`src/rtl/cmp_window_max.sv`:
```
// rtl/cmp_window_max.sv - windowed running maximum and gt/eq/lt tally driven by an external 4-bit comparator
module cmp_window_max #(
    parameter int WIDTH = 4,
    parameter int WIN   = 8,
    parameter int CNT_W = 4
) (
    input  logic             clk,
    input  logic             rst_n,
    input  logic             start,
    input  logic             in_valid,
    input  logic [WIDTH-1:0] in_data,
    output logic [WIDTH-1:0] cur_max,
    input  logic             cmp_gt,
    input  logic             cmp_eq,
    input  logic             cmp_lt,
    output logic             busy,
    output logic             done,
    output logic [CNT_W-1:0] gt_cnt,
    output logic [CNT_W-1:0] eq_cnt,
    output logic [CNT_W-1:0] lt_cnt,
    output logic             flag_err
);

    // Sample counter must reach WIN itself, not just WIN-1.
    localparam int SC_W = $clog2(WIN + 1);

    typedef enum logic [1:0] {
        IDLE  = 2'd0,
        FIRST = 2'd1,
        RUN   = 2'd2,
        DONE  = 2'd3
    } state_t;

    state_t           state;
    state_t           state_nx;
    logic [SC_W-1:0]  sample_cnt;
    logic [SC_W-1:0]  sample_cnt_nx;
    logic [WIDTH-1:0] max_nx;
    logic [CNT_W-1:0] gt_nx;
    logic [CNT_W-1:0] eq_nx;
    logic [CNT_W-1:0] lt_nx;
    logic             err_nx;
    logic [2:0]       flags;
    logic             flags_onehot;
    logic             last_sample;

    assign flags        = {cmp_gt, cmp_eq, cmp_lt};
    assign flags_onehot = (flags == 3'b100) || (flags == 3'b010) || (flags == 3'b001);
    // The sample being accepted now is the WIN-th one.
    assign last_sample  = (sample_cnt == SC_W'(WIN - 1));

    // Next-state and next-value logic; every register holds unless a rule below fires.
    always_comb begin
        state_nx      = state;
        sample_cnt_nx = sample_cnt;
        max_nx        = cur_max;
        gt_nx         = gt_cnt;
        eq_nx         = eq_cnt;
        lt_nx         = lt_cnt;
        err_nx        = flag_err;
        case (state)
            IDLE: begin
                // Results of the previous window stay visible until the next start;
                // cur_max is kept so the comparator still sees the old peak.
                if (start) begin
                    state_nx      = FIRST;
                    sample_cnt_nx = '0;
                    gt_nx         = '0;
                    eq_nx         = '0;
                    lt_nx         = '0;
                    err_nx        = 1'b0;
                end
            end
            FIRST: begin
                // First sample seeds the maximum; flags compare against a stale value so they are ignored.
                if (in_valid) begin
                    max_nx        = in_data;
                    sample_cnt_nx = SC_W'(1);
                    state_nx      = RUN;
                end
            end
            RUN: begin
                if (in_valid) begin
                    sample_cnt_nx = sample_cnt + SC_W'(1);
                    if (flags_onehot) begin
                        if (cmp_gt) begin
                            max_nx = in_data;
                            gt_nx  = gt_cnt + CNT_W'(1);
                        end else if (cmp_eq) begin
                            eq_nx = eq_cnt + CNT_W'(1);
                        end else begin
                            lt_nx = lt_cnt + CNT_W'(1);
                        end
                    end else begin
                        err_nx = 1'b1;
                    end
                    if (last_sample) begin
                        state_nx = DONE;
                    end
                end
            end
            DONE: begin
                state_nx = IDLE;
            end
            default: begin
                state_nx = IDLE;
            end
        endcase
    end

    // State and result registers; busy/done are registered from the next state so they align with it.
    always_ff @(posedge clk) begin
        if (!rst_n) begin
            state      <= IDLE;
            sample_cnt <= '0;
            cur_max    <= '0;
            gt_cnt     <= '0;
            eq_cnt     <= '0;
            lt_cnt     <= '0;
            flag_err   <= 1'b0;
            busy       <= 1'b0;
            done       <= 1'b0;
        end else begin
            state      <= state_nx;
            sample_cnt <= sample_cnt_nx;
            cur_max    <= max_nx;
            gt_cnt     <= gt_nx;
            eq_cnt     <= eq_nx;
            lt_cnt     <= lt_nx;
            flag_err   <= err_nx;
            busy       <= (state_nx == FIRST) || (state_nx == RUN);
            done       <= (state_nx == DONE);
        end
    end

endmodule

```
`config.mk`:
```
export PLATFORM = sky130hd
export DESIGN_NAME = cmp_window_max
export DESIGN_NICKNAME = d
export VERILOG_FILES = /design/src/rtl/cmp_window_max.sv
export SDC_FILE = /design/constraint.sdc
export NUM_CORES = 1
export LEC_CHECK = 0
export ABC_CLOCK_PERIOD_IN_PS = 1800
export BUFFER_PORTS_ARGS = -buffer_cell sky130_fd_sc_hd__buf_2
export CAP_MARGIN = 20
export CORE_AREA = 2 2 65 67
export DETAILED_ROUTE_END_ITERATION = 6
export DIE_AREA = 0 0 67 69
export PLACE_DENSITY_LB_ADDON = 0.1
export SLEW_MARGIN = 40
export SYNTH_ARGS = -nofsm -noshare
export SYNTH_HDL_FRONTEND = slang
export SYNTH_SLANG_ARGS = --single-unit
```
`constraint.sdc`:
```
create_clock -name clk -period 1.8 [get_ports clk]
set_input_delay 0 -clock clk [delete_from_list [all_inputs] [get_ports clk]]
set_output_delay 0 -clock clk [all_outputs]
set_load 0.03 [all_outputs]
```
* Yosys cells after proc, flatten, opt, wreduce, memory -nomap -nowiden *
Cells that the tools add are included.

word-level totals
  bits in latches = 0
  memories kept = 0
  word-level logic and storage cells = 77
  ROM bits = 0
  memory bits (writable) = 0
  register bits = 25
  output and inout port bits = 19
  bits of input ports = 11

cells by class
  order comparisons = 0
  equality and inequality tests = 19
  add/sub/neg operators = 4
  muxes and demuxes = 32
  bitwise operators = 0
  shift-type cells = 0
  multipliers = 0
  div/mod/pow operators = 0
  reduce and logical (&&, ||, !) cells = 13

operator list
  cell                                                 number
  two-way mux 4 bit                                    18
  case mux 4 bit (2 select lines)                      4
  inequality test 2 bit, second input constant         9
  adder 4 x 1 -> 4 bit, second input constant          4
  case mux 4 bit (3 select lines)                      1
  AND reduction 6 bit                                  2
  AND reduction 5 bit                                  2
  equality test 2 bit, second input constant           4
  two-way mux 2 bit                                    4
  case mux 2 bit (4 select lines)                      1
  AND reduction 4 bit                                  2
  equality test 2 x 1 -> 1 bit, second input constant  2
  equality test 4 x 3 -> 1 bit, second input constant  1
  nonzero test 2 bit                                   2
  equality test 3 x 1 -> 1 bit, second input constant  1
  equality test 3 x 2 -> 1 bit, second input constant  1
  equality test 3 bit, second input constant           1
  logical OR 1 bit                                     3
  two-way mux 1 bit                                    3
  nonzero test 3 bit                                   1
  zero test 2 bit                                      1
  case mux 1 bit (2 select lines)                      1

* Longest topological paths before layout *
  depth in word-level cells = 6
  gate-level depth with buffers = 8
  mapped depth without buffers = 7

* Worst setup path after synthesis *
Ideal clock, no wire load.

  path kind = register to register
  from = reg state[0]
  to = reg gt_cnt[3]
  required time = 1726 ps
  setup time = 74 ps
  setup slack = -122 ps
  clock period less this slack = 1922 ps
  stages on the path, launching flop included = 7
  data arrival time = 1848 ps
  buffers on the path = 0
  cell sequence = dfxtp_1 inv_1 ha_1 mux2i_1 a211o_1 or4b_1 a31oi_1

on the way
  longest elaborated chain between the ends = 3
  elaborated cells on any way between the ends = 9
  those cells by class = 5 x eq/ne; 1 x mux; 3 x reduce/logical

ends and longest elaborated chain
  what                                                                                 line  source
  start, declared                                                                      34    state_t state;
  start signal, assigned                                                               124   state <= state_nx;
  equality test 2 bit / zero test 2 bit (equally long branches)                        61    case (state)
  inequality test 2 bit (no source line) / nonzero test 2 bit (equally long branches)  n/a
  AND reduction 5 bit (no source line)                                                 n/a
  end signal, assigned                                                                 127   gt_cnt <= gt_nx;
  end, declared                                                                        18    output logic [CNT_W-1:0] gt_cnt,

Parallel ways exist; a longest one is shown, timed or not.
A chain may end at the register's enable or synchronous reset.

* Final worst setup path *
  from = reg state[1]
  to = reg gt_cnt[3]

Same word-level chain as after synthesis.

==> flow_metrics.env <==
export IMPL_status="finished, final reports clean"
export IMPL_fin_skew_ns=0.00843
export IMPL_root_buffer="clkbuf_8"
export IMPL_start_util_pct=34.3
export IMPL_fmax_mhz=556
export IMPL_setup_ws_ns=0.000233
export IMPL_place_hpwl_um=2350
export IMPL_synth_yosys_seq_area_share_pct=37.3
export IMPL_synth_cells=156
export IMPL_drt_total_wl_um=3180
export IMPL_worstPathRequired_ns=2.00
export IMPL_grt_overflow=0
export IMPL_synth_ff_type="dfxtp_1"
export IMPL_relSlewSlack_pct=64.4
export IMPL_tightest_slew_ns=0.534
export IMPL_grt_setup_unrepaired="true"
export IMPL_powerDensity_mw_per_mm2=676
export IMPL_ys_warn_count=0
export IMPL_grt_max_degree=24
export IMPL_crit_path_max_fanout=6
export IMPL_vias=1291
export IMPL_p_leak_nw=0.760
export IMPL_cp_slowest_cell="or4b_1"
export IMPL_core_sq_mm=0.00391
export IMPL_final_cell_mix="29 x buf_2, 23 x dfxtp_1, 16 x a21oi_1, 16 x buf_4, 14 x nand3_1"
export IMPL_io_buffers=29
export IMPL_synth_compound_area_share_pct=18.1
export IMPL_cp_end_kind="flop"
export IMPL_nets=225
export IMPL_synthAdderAreaFrac_pct=8.40
export IMPL_period_share_pct=100
export IMPL_final_hold_viol_count=0
export IMPL_grt_pass1_wl_um=5660
export IMPL_grt_pass1_vias=1359
export IMPL_synth_edf_count=0
export IMPL_drc=0
export IMPL_finalSetupViolations=0
export IMPL_yosysUniqueCellTypes=38
export IMPL_via_per_inst=5.08
export IMPL_p_total_mw=1.20
export IMPL_syn_num_nets=176
export IMPL_yosys_area_share_simple_pct=28.8
export IMPL_slew_viol_final=0
export IMPL_antenna_cells=0
export IMPL_synth_area_sq_mm=0.00134
export IMPL_clk_path_buf_depth=2
export IMPL_drv_cap=0
export IMPL_crit_type="flop to flop"
export IMPL_cts_htree_levels=1
export IMPL_die_x_um=67
export IMPL_cts_buffers=3
export IMPL_drive_gt1_share_pct=30.9
export IMPL_crit_chain="inv_1, ha_4, nor2b_4, a211o_1, or4b_1, a31oi_1"
export IMPL_synth_top_family_by_area="simple AND/OR/NAND/NOR gates"
export IMPL_place_ws_ns=-0.0432
export IMPL_synth_xor_area_share_pct=0.653
export IMPL_dr_pass1_iters=4
export IMPL_irDropWorstVdd_uv=389
export IMPL_drt_iter0_markers=31
export IMPL_antenna_found_initial=0
export IMPL_arrival_ns=2.00
export IMPL_clk_latency_ns=0.27
export IMPL_ios=30
export IMPL_cts_sink_count=25
export IMPL_num_rows=23
export IMPL_area_delta_synth_final_pct=32.1
export IMPL_layout_commonest_cell="buf_2"
export IMPL_slowest_delay_ns=0.53
export IMPL_grtUsageTotal_pct=15.1
export IMPL_synth_avg_cell_area_sq_um=8.60
export IMPL_cts_clk_slew_worst_paths_ns=0.09
export IMPL_gp_congestion=0.756
export IMPL_synth_mux_area_share_pct=2.99
export IMPL_cts_tree="yes"
export IMPL_ys_ff_latch=25
export IMPL_period_minus_slack_ns=1.80
export IMPL_die_h_um=69
export IMPL_async_flop_share_pct=0
export IMPL_hp_class="primary input to flop"
export IMPL_dieArea_sq_mm=0.00462
export IMPL_avgRoutedWirePerCell_um=12.5
export IMPL_final_antenna_net_count=0
export IMPL_start_kind="flop"
## critical path, delay by kind of cell (launching register included)
family                     cells  cell delay, ns
adders and majority gates      1            0.18
buffers and inverters          1            0.08
AOI/OAI and AO/OA              2            0.46
and+or+nand+nor                2            0.66
DFF                            1            0.35
## final cells by class
cell class | instances | area (sq um)
clock buffers | 4 | 45.0
fillers | 418 | 2140
inverters | 8 | 30.0
multi-input cells | 118 | 826
flip-flops and latches | 25 | 503
well taps | 50 | 62.6
repair buffers | 49 | 305
## repair_timing
item                                    in CTS  in global routing
endpoints found under the hold margin        4                  0
endpoints found under the setup margin       3                  6
resized for setup                            2                  4
hold buffers                                 4                  0
pin swaps                                    3                  0
buffers inserted                             3                  0
cloned                                       0                  0
## flip-flops by register name (all words and copies together) (netlist names)
signal	flops
lt_cnt	4
busy	1
sample_cnt	4
state	2
gt_cnt	4
done	1
cur_max	4
eq_cnt	4
flag_err	1
## report_power, final
part | leakage (nW) | internal (mW) | switching, mW
clock network | 0.0228 | 0.159 | 0.178
registers | 0.203 | 0.567 | 0.00702
logic | 0.535 | 0.141 | 0.146
total | 0.760 | 0.866 | 0.331
## synthesized netlist by cell type (3+ instances only)
cell	instances	share of area [%]
a21oi_1	16	6.0
and2_1	5	2.3
clkbuf_1	4	1.1
dfxtp_1	25	37
ha_1	9	8.4
inv_1	8	2.2
mux2i_1	4	3.0
nand2_1	12	3.4
nand2b_1	7	3.3
nand3_1	14	5.2
nand4b_1	3	2.0
nor2_1	3	0.84
nor2b_1	5	2.3
o21ai_0	9	3.4
or3b_2	3	2.0
## metrics by stage
stage | cells | util [%] | area (sq um) | hold WS [ns] | setup TNS, ns
after floorplan | 156 | - | 1360 | 0.140 | 0
after global placement | 243 | 41.9 | 1640 | 0.246 | 0
after detailed placement | 243 | 41.9 | 1640 | 0.251 | -0.0773
after CTS | 254 | 45.2 | 1770 | 0.0924 | 0
after global routing | 254 | 45.3 | 1770 | 0.120 | -0.212
final | 254 | 45.3 | 1770 | 0.0975 | 0
## worst paths after layout
kind / startpoint / endpoint / slack [ns] / depth (start not counted)
max: state[1] / gt_cnt[3] / 0.0002 / 6
min: rst_n / cur_max[2] / 0.1 / 3
max reg2reg: state[1] / gt_cnt[3] / 0.0002 / 6
min reg2reg: cur_max[3] / cur_max[3] / 0.48 / 2
## cell families after synthesis
logic type | after synthesis
DFF | 25
xor gates and xnor gates | 1
AOI/OAI and AO/OA | 39
buffers and inverters | 13
and+or+nand+nor | 65
adders and majority gates | 9
muxes | 4
## layer usage
metal | routed length [um] | GRT usage (%)
met3 | 77 | 2.12
met4 | 53 | 7.71
met1 | 1410 | 18.1
met5 | 0 | 0
met2 | 1640 | 25.4
No activity file was read; power rests on OpenSTA's default activity.
